--- config.mk ---
export PLATFORM = sky130hd
export DESIGN_NAME = load_store_unit
export DESIGN_NICKNAME = d
export VERILOG_FILES = /design/src/rtl/load_store_unit_pkg.sv /design/src/rtl/lsu_lane_mux.sv /design/src/rtl/load_store_unit.sv
export SDC_FILE = /design/constraint.sdc
export NUM_CORES = 1
export LEC_CHECK = 0
export BUFFER_PORTS_ARGS = -buffer_cell sky130_fd_sc_hd__buf_2
export CAP_MARGIN = 15
export CORE_MARGIN = 5
export CORE_UTILIZATION = 35
export DETAILED_ROUTE_END_ITERATION = 7
export HOLD_SLACK_MARGIN = 0.12
export PLACE_DENSITY = 0.67
export SLEW_MARGIN = 20
export SYNTH_ARGS = -nofsm -noshare
export SYNTH_HDL_FRONTEND = slang
export SYNTH_SLANG_ARGS = --single-unit
--- constraint.sdc ---
create_clock -name clk -period 2.9 [get_ports clk]
set_input_delay 0 -clock clk [delete_from_list [all_inputs] [get_ports clk]]
set_output_delay 0 -clock clk [all_outputs]
set_load 0.02 [all_outputs]
--- src/rtl/load_store_unit_pkg.sv ---
// rtl/load_store_unit_pkg.sv - shared encodings and alignment helper for the load/store unit
package load_store_unit_pkg;

    localparam int CPU_ADDR_WIDTH = 32;
    localparam int CPU_DATA_WIDTH = 32;

    typedef enum logic [1:0] {
        CMD_IDLE  = 2'b00,
        CMD_BYTE  = 2'b01,
        CMD_HWORD = 2'b10,
        CMD_WORD  = 2'b11
    } lsu_cmd_e;

    typedef enum logic {
        ST_IDLE = 1'b0,
        ST_BUS  = 1'b1
    } lsu_state_e;

    function automatic logic is_misaligned(input lsu_cmd_e cmd, input logic [1:0] off);
        case (cmd)
            CMD_HWORD: return off[0];
            CMD_WORD:  return off != 2'b00;
            default:   return 1'b0;
        endcase
    endfunction

endpackage

--- src/rtl/lsu_lane_mux.sv ---
// rtl/lsu_lane_mux.sv - big-endian byte-lane placement for stores and extraction for loads
module lsu_lane_mux
    import load_store_unit_pkg::*;
(
    input  lsu_cmd_e    st_cmd,
    input  logic [1:0]  st_off,
    input  logic [31:0] wdata,
    output logic [3:0]  be,
    output logic [31:0] placed,
    input  lsu_cmd_e    ld_cmd,
    input  logic [1:0]  ld_off,
    input  logic [31:0] brdata,
    output logic [31:0] rdata
);

    always_comb begin
        be     = 4'b0000;
        placed = '0;
        case (st_cmd)
            CMD_BYTE: begin
                be     = 4'b1000 >> st_off;
                placed = {4{wdata[7:0]}};
            end
            CMD_HWORD: begin
                be     = st_off[1] ? 4'b0011 : 4'b1100;
                placed = {2{wdata[15:0]}};
            end
            CMD_WORD: begin
                be     = 4'b1111;
                placed = wdata;
            end
            default: ;
        endcase
    end

    // Byte offset 0 lives in the most significant lane.
    always_comb begin
        rdata = '0;
        case (ld_cmd)
            CMD_BYTE: begin
                case (ld_off)
                    2'd0:    rdata = {24'd0, brdata[31:24]};
                    2'd1:    rdata = {24'd0, brdata[23:16]};
                    2'd2:    rdata = {24'd0, brdata[15:8]};
                    default: rdata = {24'd0, brdata[7:0]};
                endcase
            end
            CMD_HWORD: rdata = ld_off[1] ? {16'd0, brdata[15:0]} : {16'd0, brdata[31:16]};
            CMD_WORD:  rdata = brdata;
            default:   rdata = '0;
        endcase
    end

endmodule

--- src/rtl/load_store_unit.sv ---
// rtl/load_store_unit.sv - single-outstanding LSU responder driving a req/ack data bus
module load_store_unit
    import load_store_unit_pkg::*;
#(
    parameter int ADDR_WIDTH = CPU_ADDR_WIDTH,
    parameter int TIMEOUT    = 256
)
(
    input  logic                  clk,
    input  logic                  nrst,
    input  logic [ADDR_WIDTH-1:0] lsu_addr,
    input  logic [31:0]           lsu_wdata,
    input  logic [1:0]            lsu_cmd,
    input  logic                  lsu_rnw,
    output logic [31:0]           lsu_rdata,
    output logic                  lsu_busy,
    output logic                  lsu_err_align,
    output logic                  lsu_err_bus,
    output logic [ADDR_WIDTH-1:0] o_baddr,
    output logic [31:0]           o_bwdata,
    output logic [3:0]            o_bbe,
    output logic                  o_brnw,
    output logic                  o_breq,
    input  logic [31:0]           i_brdata,
    input  logic                  i_back,
    input  logic                  i_berr
);

    localparam int CW = (TIMEOUT > 0) ? $clog2(TIMEOUT + 1) : 1;
    localparam logic [CW-1:0] TO_LAST = CW'((TIMEOUT > 0) ? TIMEOUT - 1 : 0);

    lsu_state_e    state, next_state;
    lsu_cmd_e      cmd, ld_cmd;
    logic [1:0]    ld_off;
    logic [CW-1:0] to_cnt;
    logic          start, misaligned, timed_out, fail;
    logic [3:0]    req_be;
    logic [31:0]   req_wdata, ld_data;

    assign cmd        = lsu_cmd_e'(lsu_cmd);
    assign misaligned = is_misaligned(cmd, lsu_addr[1:0]);
    assign start      = (state == ST_IDLE) && (cmd != CMD_IDLE);
    assign timed_out  = (TIMEOUT != 0) && (to_cnt == TO_LAST);
    assign fail       = (state == ST_BUS) && (i_berr || timed_out);
    // Combinational so the pipeline stalls in the very cycle the command appears.
    assign lsu_busy   = start || (state == ST_BUS);

    lsu_lane_mux u_lane_mux (
        .st_cmd (cmd),
        .st_off (lsu_addr[1:0]),
        .wdata  (lsu_wdata),
        .be     (req_be),
        .placed (req_wdata),
        .ld_cmd (ld_cmd),
        .ld_off (ld_off),
        .brdata (i_brdata),
        .rdata  (ld_data)
    );

    always_ff @(posedge clk or negedge nrst) begin
        if (!nrst) state <= ST_IDLE;
        else       state <= next_state;
    end

    always_comb begin
        next_state = state;
        case (state)
            ST_IDLE: if (start && !misaligned) next_state = ST_BUS;
            ST_BUS:  if (i_back || i_berr || timed_out) next_state = ST_IDLE;
            default: next_state = ST_IDLE;
        endcase
    end

    always_ff @(posedge clk or negedge nrst) begin
        if (!nrst) begin
            lsu_rdata     <= '0;
            lsu_err_align <= 1'b0;
            lsu_err_bus   <= 1'b0;
            o_baddr       <= '0;
            o_bwdata      <= '0;
            o_bbe         <= 4'b0000;
            o_brnw        <= 1'b0;
            o_breq        <= 1'b0;
            to_cnt        <= '0;
            ld_cmd        <= CMD_IDLE;
            ld_off        <= 2'b00;
        end else begin
            lsu_err_align <= 1'b0;
            lsu_err_bus   <= 1'b0;
            if (start) begin
                if (misaligned) begin
                    lsu_err_align <= 1'b1;
                end else begin
                    o_baddr  <= {lsu_addr[ADDR_WIDTH-1:2], 2'b00};
                    o_brnw   <= lsu_rnw;
                    o_bbe    <= req_be;
                    o_bwdata <= req_wdata;
                    o_breq   <= 1'b1;
                    to_cnt   <= '0;
                    ld_cmd   <= cmd;
                    ld_off   <= lsu_addr[1:0];
                end
            end else if (state == ST_BUS) begin
                // Error wins over a simultaneous ack.
                if (fail) begin
                    o_breq      <= 1'b0;
                    lsu_rdata   <= '0;
                    lsu_err_bus <= 1'b1;
                end else if (i_back) begin
                    o_breq <= 1'b0;
                    if (o_brnw) lsu_rdata <= ld_data;
                end else begin
                    to_cnt <= to_cnt + 1'b1;
                end
            end
        end
    end

endmodule

======== Word level (Yosys, flattened, before mapping) ========
Index checks and enable logic that the tools add are counted.
cells by class
  $add $sub $neg .......................... 1
  equal/unequal tests ..................... 12
  shifts and indexed selects .............. 1
  multiplexer cells ....................... 28
  bitwise gates (word level) .............. 3
  reductions and logical operators ........ 19
operators with widths
  kind                                                                 number
  32-bit case mux with 3 select lines                                  2
  32-bit 2-to-1 mux                                                    3
  9-bit 2-to-1 mux                                                     5
  8-bit case mux with 3 select lines                                   1
  16-bit 2-to-1 mux                                                    1
  1-bit 2-to-1 mux                                                     12
  4-bit case mux with 3 select lines                                   1
  2-bit == test (second input constant)                                5
  2-bit nonzero test                                                   5
  9-bit by 1-bit adder with 9-bit output (second input constant)       1
  9-bit by 8-bit == test with 1-bit output (second input constant)     1
  4-bit AND reduction                                                  2
  2-bit by 1-bit == test with 1-bit output (second input constant)     3
  1-bit logical OR                                                     4
  4-bit 2-to-1 mux                                                     1
  2-bit != test (second input constant)                                2
  1-bit case mux with 2 select lines                                   2
  4-bit by 2-bit right shift with 4-bit output (first input constant)  1
  1-bit logical AND                                                    3
  1-bit NOT                                                            3
  3-bit AND reduction                                                  1
  3-bit nonzero test                                                   1
  2-bit logical NOT                                                    1
  2-bit by 1-bit != test with 1-bit output (second input constant)     1
  2 further kinds                                                      2
word-level totals
  bits in registers ....................... 116
  output and inout bits ................... 105

======== Logic depth before layout (Yosys ltp) ========
Gate-level depths: netlist of the first run.
  depth after elaboration ................. 6
  depth in mapped cells ................... 9

======== By module ========
Synthesis of the first run repeated with hierarchy kept, for this count alone.
second synthesis, totals
  cells, all modules ...................... 469
  area, all modules ....................... 5637.9 µm²
modules (own cells, without submodules)
  module           times used  cells each  area each (µm²)
  load_store_unit  1           295         4478.0
  lsu_lane_mux     1           174         1159.9

======== Worst setup path before layout of the first run ========
Ideal clock, no wire load.
  path type ............................... reg-to-reg
  start ................................... register to_cnt[0]
  end ..................................... register to_cnt[5]
  arrival ................................. 2131 ps
  data required time ...................... 2823 ps
  setup slack ............................. 692 ps
  cell stages (with the launch flop) ...... 9
  path buffers ............................ 1
  period minus slack after synthesis ...... 2208 ps
  path through ............................ dfrtp_1 ha_1 nand3_1 nor2_1 ha_1 or4b_1 buf_2 or4_1 a21oi_1
on the way
  longest elaborated chain between the ends .. 5
  elaborated cells on any way between the ends .. 10
  those cells by class .................... add/sub: 1; eq/ne: 2; mux: 4; reduce/logical: 3
ends and longest elaborated chain
  item                                                                                                RTL line                                       source
  start: declaration                                                                                  load_store_unit.sv:35                          logic [CW-1:0] to_cnt;
  start signal: assignment                                                                            load_store_unit.sv:113                         to_cnt <= to_cnt + 1'b1;
  9-bit by 1-bit adder with 9-bit output or 9-bit by 8-bit == test with 1-bit output (tied branches)  load_store_unit.sv:113, load_store_unit.sv:43
  9-bit 2-to-1 mux or 1-bit logical OR (tied branches)                                                load_store_unit.sv:109, load_store_unit.sv:44
  9-bit 2-to-1 mux or 1-bit logical AND (tied branches)                                               load_store_unit.sv:105, load_store_unit.sv:44
  9-bit 2-to-1 mux or 2-bit != test (tied branches)                                                   --
  9-bit 2-to-1 mux or 4-bit AND reduction (tied branches)                                             --
Several ways; a longest one is shown, not always the timed one. The select of a mux whose other input is x is not followed.
A chain may end at the register's enable or synchronous reset.

======== Worst setup path in the final report of the first run ========
Ends and elaborated chain as after synthesis.

==> results_dict.tcl, run 1 <==
set metrics [dict create \
    synth_area_um2 5584 \
    clock_latency_ns 0.41 \
    critPathMostFrequentCell "ha_1" \
    cp-start-kind "flip-flop" \
    rows 46 \
    setup_viol 0 \
    synthFlopType "dfrtp_1" \
    worst_pin_slew_ns 0.8412 \
    power.total_mw 6.092 \
    ys_ff_latch 116 \
    worstSetupPathType "reg -> reg" \
    die_y_um 136.3 \
    via_per_inst 5.152 \
    grt_pass1_vias 5443 \
    drive_above_1_share_pct 40.10 \
    cts_tree "built" \
    final_nets 865 \
    cts.sinks 116 \
    synth_cell_type_count 50 \
    synth.most_common_cell "dfrtp_1" \
    synth_area_per_cell_um2 12.06 \
    ant_nets 0 \
    drc 0 \
    vias 5095 \
    synth_top_area_share_pct 51.98 \
    leakagePower_nw 4.015 \
    syn2layout_area_growth_pct 51.33 \
    fp.coreArea_um2 15770 \
    slew-limit-headroom_pct 43.71 \
    post-place-ws_ns 0.3327 \
    drtIter0Drc 211 \
    clk_pin_slew_ns 0.06 \
    fin_util_pct 53.59 \
    wl_per_cell_um 18.10 \
    rsz0062_at_grt "no" \
    drt_first_pass_iters 4 \
    final_cells 989 \
    path_max_fanout 19 \
    setup_slack_ns 0.3208 \
    fin_skew_ns 0.007641 \
    fin_crit_sh_pct 88.94 \
    synth_warnings 0 \
    hold_ws_ns 0.2023 \
    start_util_pct 35.41 \
    arrival_ns 2.90 \
    grt_max_degree 64 \
    die_area_um2 18580 \
    cts_resized 0 \
    setup_tns_ns 0 \
    diodes 0 \
    cp_cell_sequence "ha_1 > nand3_1 > nor2_1 > ha_1 > or4b_1 > or4_1 > a21oi_1" \
    place_inst 854 \
    outcome "finished clean" \
    n_fill_cell 1325 \
    finalWeightedCongestion 0.8047 \
    report.final.slew_viol_count 0 \
    h-tree-depth 4 \
    slowest_delay_ns 0.75 \
    synth.area.top_cells "dfrtp_1, mux2_2, mux2i_1" \
    powerDensity_nw_per_um2 720.9 \
    crit_required_ns 3.22 \
    io_pins 208 \
    synth_enable_flop_cells 0 \
    cts-root-buf "clkbuf_16" \
    maxCapViolations 0 \
    post-dp-hpwl_mm 11.73 \
    cts_buffers 17 \
    hold_violations 0 \
    ys_seq_area_share_pct 51.98 \
    track_usage_pct 19.52 \
    antenna_found_initial 0 \
    synth_common_cells "dfrtp_1, mux2_2, mux2i_1" \
    layout_min_cycle_time_ns 2.579 \
    placed_area_um2 6803 \
    max-clock-path-buffers 2 \
    synthCells 463 \
    hold_class "in -> async" \
    synth_top_cell_by_area "dfrtp_1" \
    die_w_um 136.3 \
    async_flop_share_pct 100.0 \
    grt_pass1_wl_mm 28.41 \
    ir_worst_vdd_mv 0.3959 \
    globalRouteOverflowTotal 0 \
    crit_path_end_kind "flip-flop" \
    fin_area_um2 8451 \
    drt_wl_total_mm 17.90 \
    cp_slowest_cell "or4b_1" \
    fmax_ghz 0.3877 \
    io_buffers 205 \
]
## cell families (layout without fill, tap and decap cells)
kind of cell,after synthesis,in the layout,share of synthesized area (%)
AND/OR/NAND/NOR,65,65,6.565
multiplexers,113,113,21.73
AO/OA/AOI/OAI,114,114,15.24
adder cells (fa/ha/maj),2,2,0.4481
other,1,2,0.06715
flip-flops,116,116,51.98
buffers and inverters,52,361,3.966
## what timing repair did
action | in CTS | in global routing
endpoints found under the hold margin | 161 | 0
buffers inserted | 0 | 0
hold buffers | 103 | 0
## registers in the layout (all words and copies together) (netlist names)
name / flops
o_bwdata: 32
lsu_rdata: 32
ld_cmd: 2
to_cnt: 9
o_breq: 1
o_bbe: 4
lsu_err_align: 1
o_baddr: 30
ld_off: 2
lsu_err_bus: 1
state: 1
o_brnw: 1
## power breakdown
part           internal [mW]  switching (mW)  total (mW)
Clock                   1.39           0.800        2.19
Combinational          0.756           0.951        1.71
Sequential              1.94           0.258        2.20
## cell type report
| type | count | area [um2] | share of cell area (%) |
|---|---|---|---|
| flip-flops and latches | 116 | 2903 | 34.35 |
| multi-input cells | 296 | 2471 | 29.24 |
| repair buffers | 315 | 2137 | 25.29 |
| clock buffers | 19 | 442.9 | 5.241 |
| well taps | 216 | 270.3 | 3.198 |
| clock inverters | 13 | 173.9 | 2.058 |
| inverters | 14 | 52.55 | 0.6219 |
## final timing paths
kind	start	to	slack (ns)	depth (start not counted)
min in group clk	lsu_addr[16]	o_baddr[16]	0.37	3
worst max register to register	to_cnt[0]	to_cnt[5]	0.32	7
worst max-delay path	to_cnt[0]	to_cnt[5]	0.32	7
worst min register to register	o_bwdata[19]	o_bwdata[19]	0.48	1
worst min-delay path	nrst	o_baddr[6]	0.20	2
max in group asynchronous	nrst	lsu_rdata[14]	1.93	3
## layer usage
| metal | vias up | share of wire [%] | GRT usage (%) |
|---|---|---|---|
| li1 | 2326 | - | - |
| met1 | 2517 | 40 | 23.13 |
| met2 | 219 | 50 | 33.13 |
| met3 | 33 | 8.0 | 6.440 |
| met4 | 0 | 2.0 | 6.943 |
| met5 | - | 0 | 0 |
## critical path: cells and delay by family, from the launching register on
family,cells,cell delay (ns)
fa+ha+maj,2,0.48
simple gates,4,1.44
flops,1,0.40
compound gates,1,0.16
## layout by cell type, fill, tap and decap left out, drive strengths merged, types with 2 or more instances in the layout
cell type    count
a21oi           12
clkinvlp         3
o22ai            2
dfrtp          116
inv             17
mux2i           47
o221ai           2
or4b             2
nor2b            3
a21o             2
o22a             8
clkbuf          19
nor2             7
nor3b            9
a22o            17
nand2b           3
buf            212
conb             2
or3              3
nand2           16
ha               2
o21ai           19
clkinv           4
o211ai           9
nand3            6
bufinv           3
nand3b           2
dlygate4sd3    103
o2111ai          8
and3             2
o31ai            3
o2bb2ai         16
o21a             8
nor3             4
or4              3
mux2            66
Note: power is estimated with default switching activity, not from simulation.
==> run 2, diff against run 1 <==
--- a/config.mk
+++ b/config.mk
@@ -5,13 +5,14 @@
 export SDC_FILE = /design/constraint.sdc
 export NUM_CORES = 1
 export LEC_CHECK = 0
-export BUFFER_PORTS_ARGS = -buffer_cell sky130_fd_sc_hd__buf_2
+export ABC_CLOCK_PERIOD_IN_PS = 2900
 export CAP_MARGIN = 15
 export CORE_MARGIN = 5
 export CORE_UTILIZATION = 35
 export DETAILED_ROUTE_END_ITERATION = 7
+export DONT_BUFFER_PORTS = 1
 export HOLD_SLACK_MARGIN = 0.12
-export PLACE_DENSITY = 0.67
+export PLACE_DENSITY = 0.56
 export SLEW_MARGIN = 20
 export SYNTH_ARGS = -nofsm -noshare
 export SYNTH_HDL_FRONTEND = slang
==> results_dict.tcl, run 2 (same netlist as run 1, synthesis figures left out) <==
set metrics [dict create \
    outcome "finished clean" \
    cts-root-buf "clkbuf_16" \
    cts.sinks 116 \
    globalRouteOverflowTotal 0 \
    syn2layout_area_growth_pct 34.12 \
    fin_crit_sh_pct 87.63 \
    final_cell_mix "dfrtp_1, dlygate4sd3_1, mux2_2" \
    finalWeightedCongestion 0.7482 \
    powerDensity_nw_per_um2 772.7 \
    post_cts_buffers 0 \
    h-tree-depth 4 \
    fmax_ghz 0.3935 \
    vias 4258 \
    arrival_ns 2.87 \
    start_util_pct 35.41 \
    layout_commonest_cell "dfrtp_1" \
    leakagePower_nw 3.177 \
    grt_pass1_wl_mm 25.75 \
    worst_pin_slew_ns 0.8959 \
    crit_required_ns 3.23 \
    cp-startpoint "to_cnt[0]" \
    hold_violations 0 \
    rows 46 \
    grt_max_degree 117 \
    rsz0062_at_grt "no" \
    report.final.slew_viol_count 0 \
    drt_wl_total_mm 16.68 \
    track_usage_pct 18.06 \
    cts_buffers 17 \
    fp.coreArea_um2 15770 \
    path_max_fanout 19 \
    io_pins 208 \
    drt_first_pass_iters 4 \
    diodes 0 \
    max-clock-path-buffers 2 \
    die_w_um 136.3 \
    drc 0 \
    post-dp-hpwl_mm 10.67 \
    crit_path_end_kind "flip-flop" \
    grt_pass1_vias 4596 \
    maxCapViolations 0 \
    clk_pin_slew_ns 0.06 \
    ant_nets 0 \
    final_cells 790 \
    drtIter0Drc 175 \
    cts_tree "built" \
    place_inst 647 \
    slew-limit-headroom_pct 40.05 \
    setup_tns_ns 0 \
    min_from "lsu_cmd[1]" \
    antenna_found_initial 0 \
    reg.largest.list "lsu_rdata x32, o_bwdata x32, o_baddr x30" \
    wl_per_cell_um 21.12 \
    final_nets 666 \
    die_y_um 136.3 \
    ir_worst_vdd_mv 0.4371 \
    hold_class "in -> reg" \
    worstSetupPathType "reg -> reg" \
    layout_min_cycle_time_ns 2.541 \
    cp-start-kind "flip-flop" \
    clock_latency_ns 0.42 \
    drive_above_1_share_pct 18.29 \
    via_per_inst 5.390 \
    power.total_mw 5.788 \
    setup_viol 0 \
    die_area_um2 18580 \
    fin_util_pct 47.49 \
    r2r-start "to_cnt[0]" \
    fin_skew_ns 0.006371 \
    io_buffers 0 \
]
## run 2: final timing paths
kind,end,slack [ns],depth (start not counted)
min in group asynchronous,lsu_rdata[19],0.21,2
max reg2reg,to_cnt[5],0.36,7
max in group asynchronous,o_bwdata[24],2.23,2
min reg2reg,to_cnt[8],0.53,2
max,to_cnt[5],0.36,7
min,to_cnt[6],0.17,4
## run 2: area by class of cell
class,instances,area [um2]
timing repair buffer,116,1176
sequential,116,2903
clock buffer,19,442.9
tap,216,270.3
multi-input combinational,296,2471
inverter,14,52.55
clock inverter,13,173.9
fill,1424,8280
## run 2: timing repair
action,4_1_cts,5_1_grt
resized for setup,0,0
hold buffers,111,0
hold endpoints to repair,230,0
## run 2: worst max-delay path: stages (launching register included)
cell and delay, ns:
dfrtp_1 0.41, ha_1 0.26, nand3_1 0.08, nor2_1 0.05
ha_1 0.23, or4b_1 0.75, or4_1 0.55, a21oi_1 0.15
## run 2: where the power goes
group | switching, mW | internal [mW]
registers | 0.731 | 1.94
clock network | 0.808 | 1.39
logic | 0.396 | 0.529
total | 1.94 | 3.85
## run 2: routing by layer
layer,track usage (%),up-vias,share of wire [%],wire [um]
li1,-,1926,-,-
met1,19.88,2128,39,6497
met2,30.90,180,50,8301
met3,7.661,24,9.2,1532
met4,6.943,0,2.1,351
met5,0,-,0,0
## run 2: through the flow
step | cell area, um2 | setup slack (ns) | hold slack, ns
finish | 7490 | 0.3587 | 0.1673
global route | 7490 | 0.1558 | 0.1954
CTS | 7490 | 0.3807 | 0.1490
detailed placement | 5734 | 0.3845 | -0.2903
global placement | 5734 | 0.4542 | -0.2903
floorplan | 5588 | 0.6918 | -0.2956
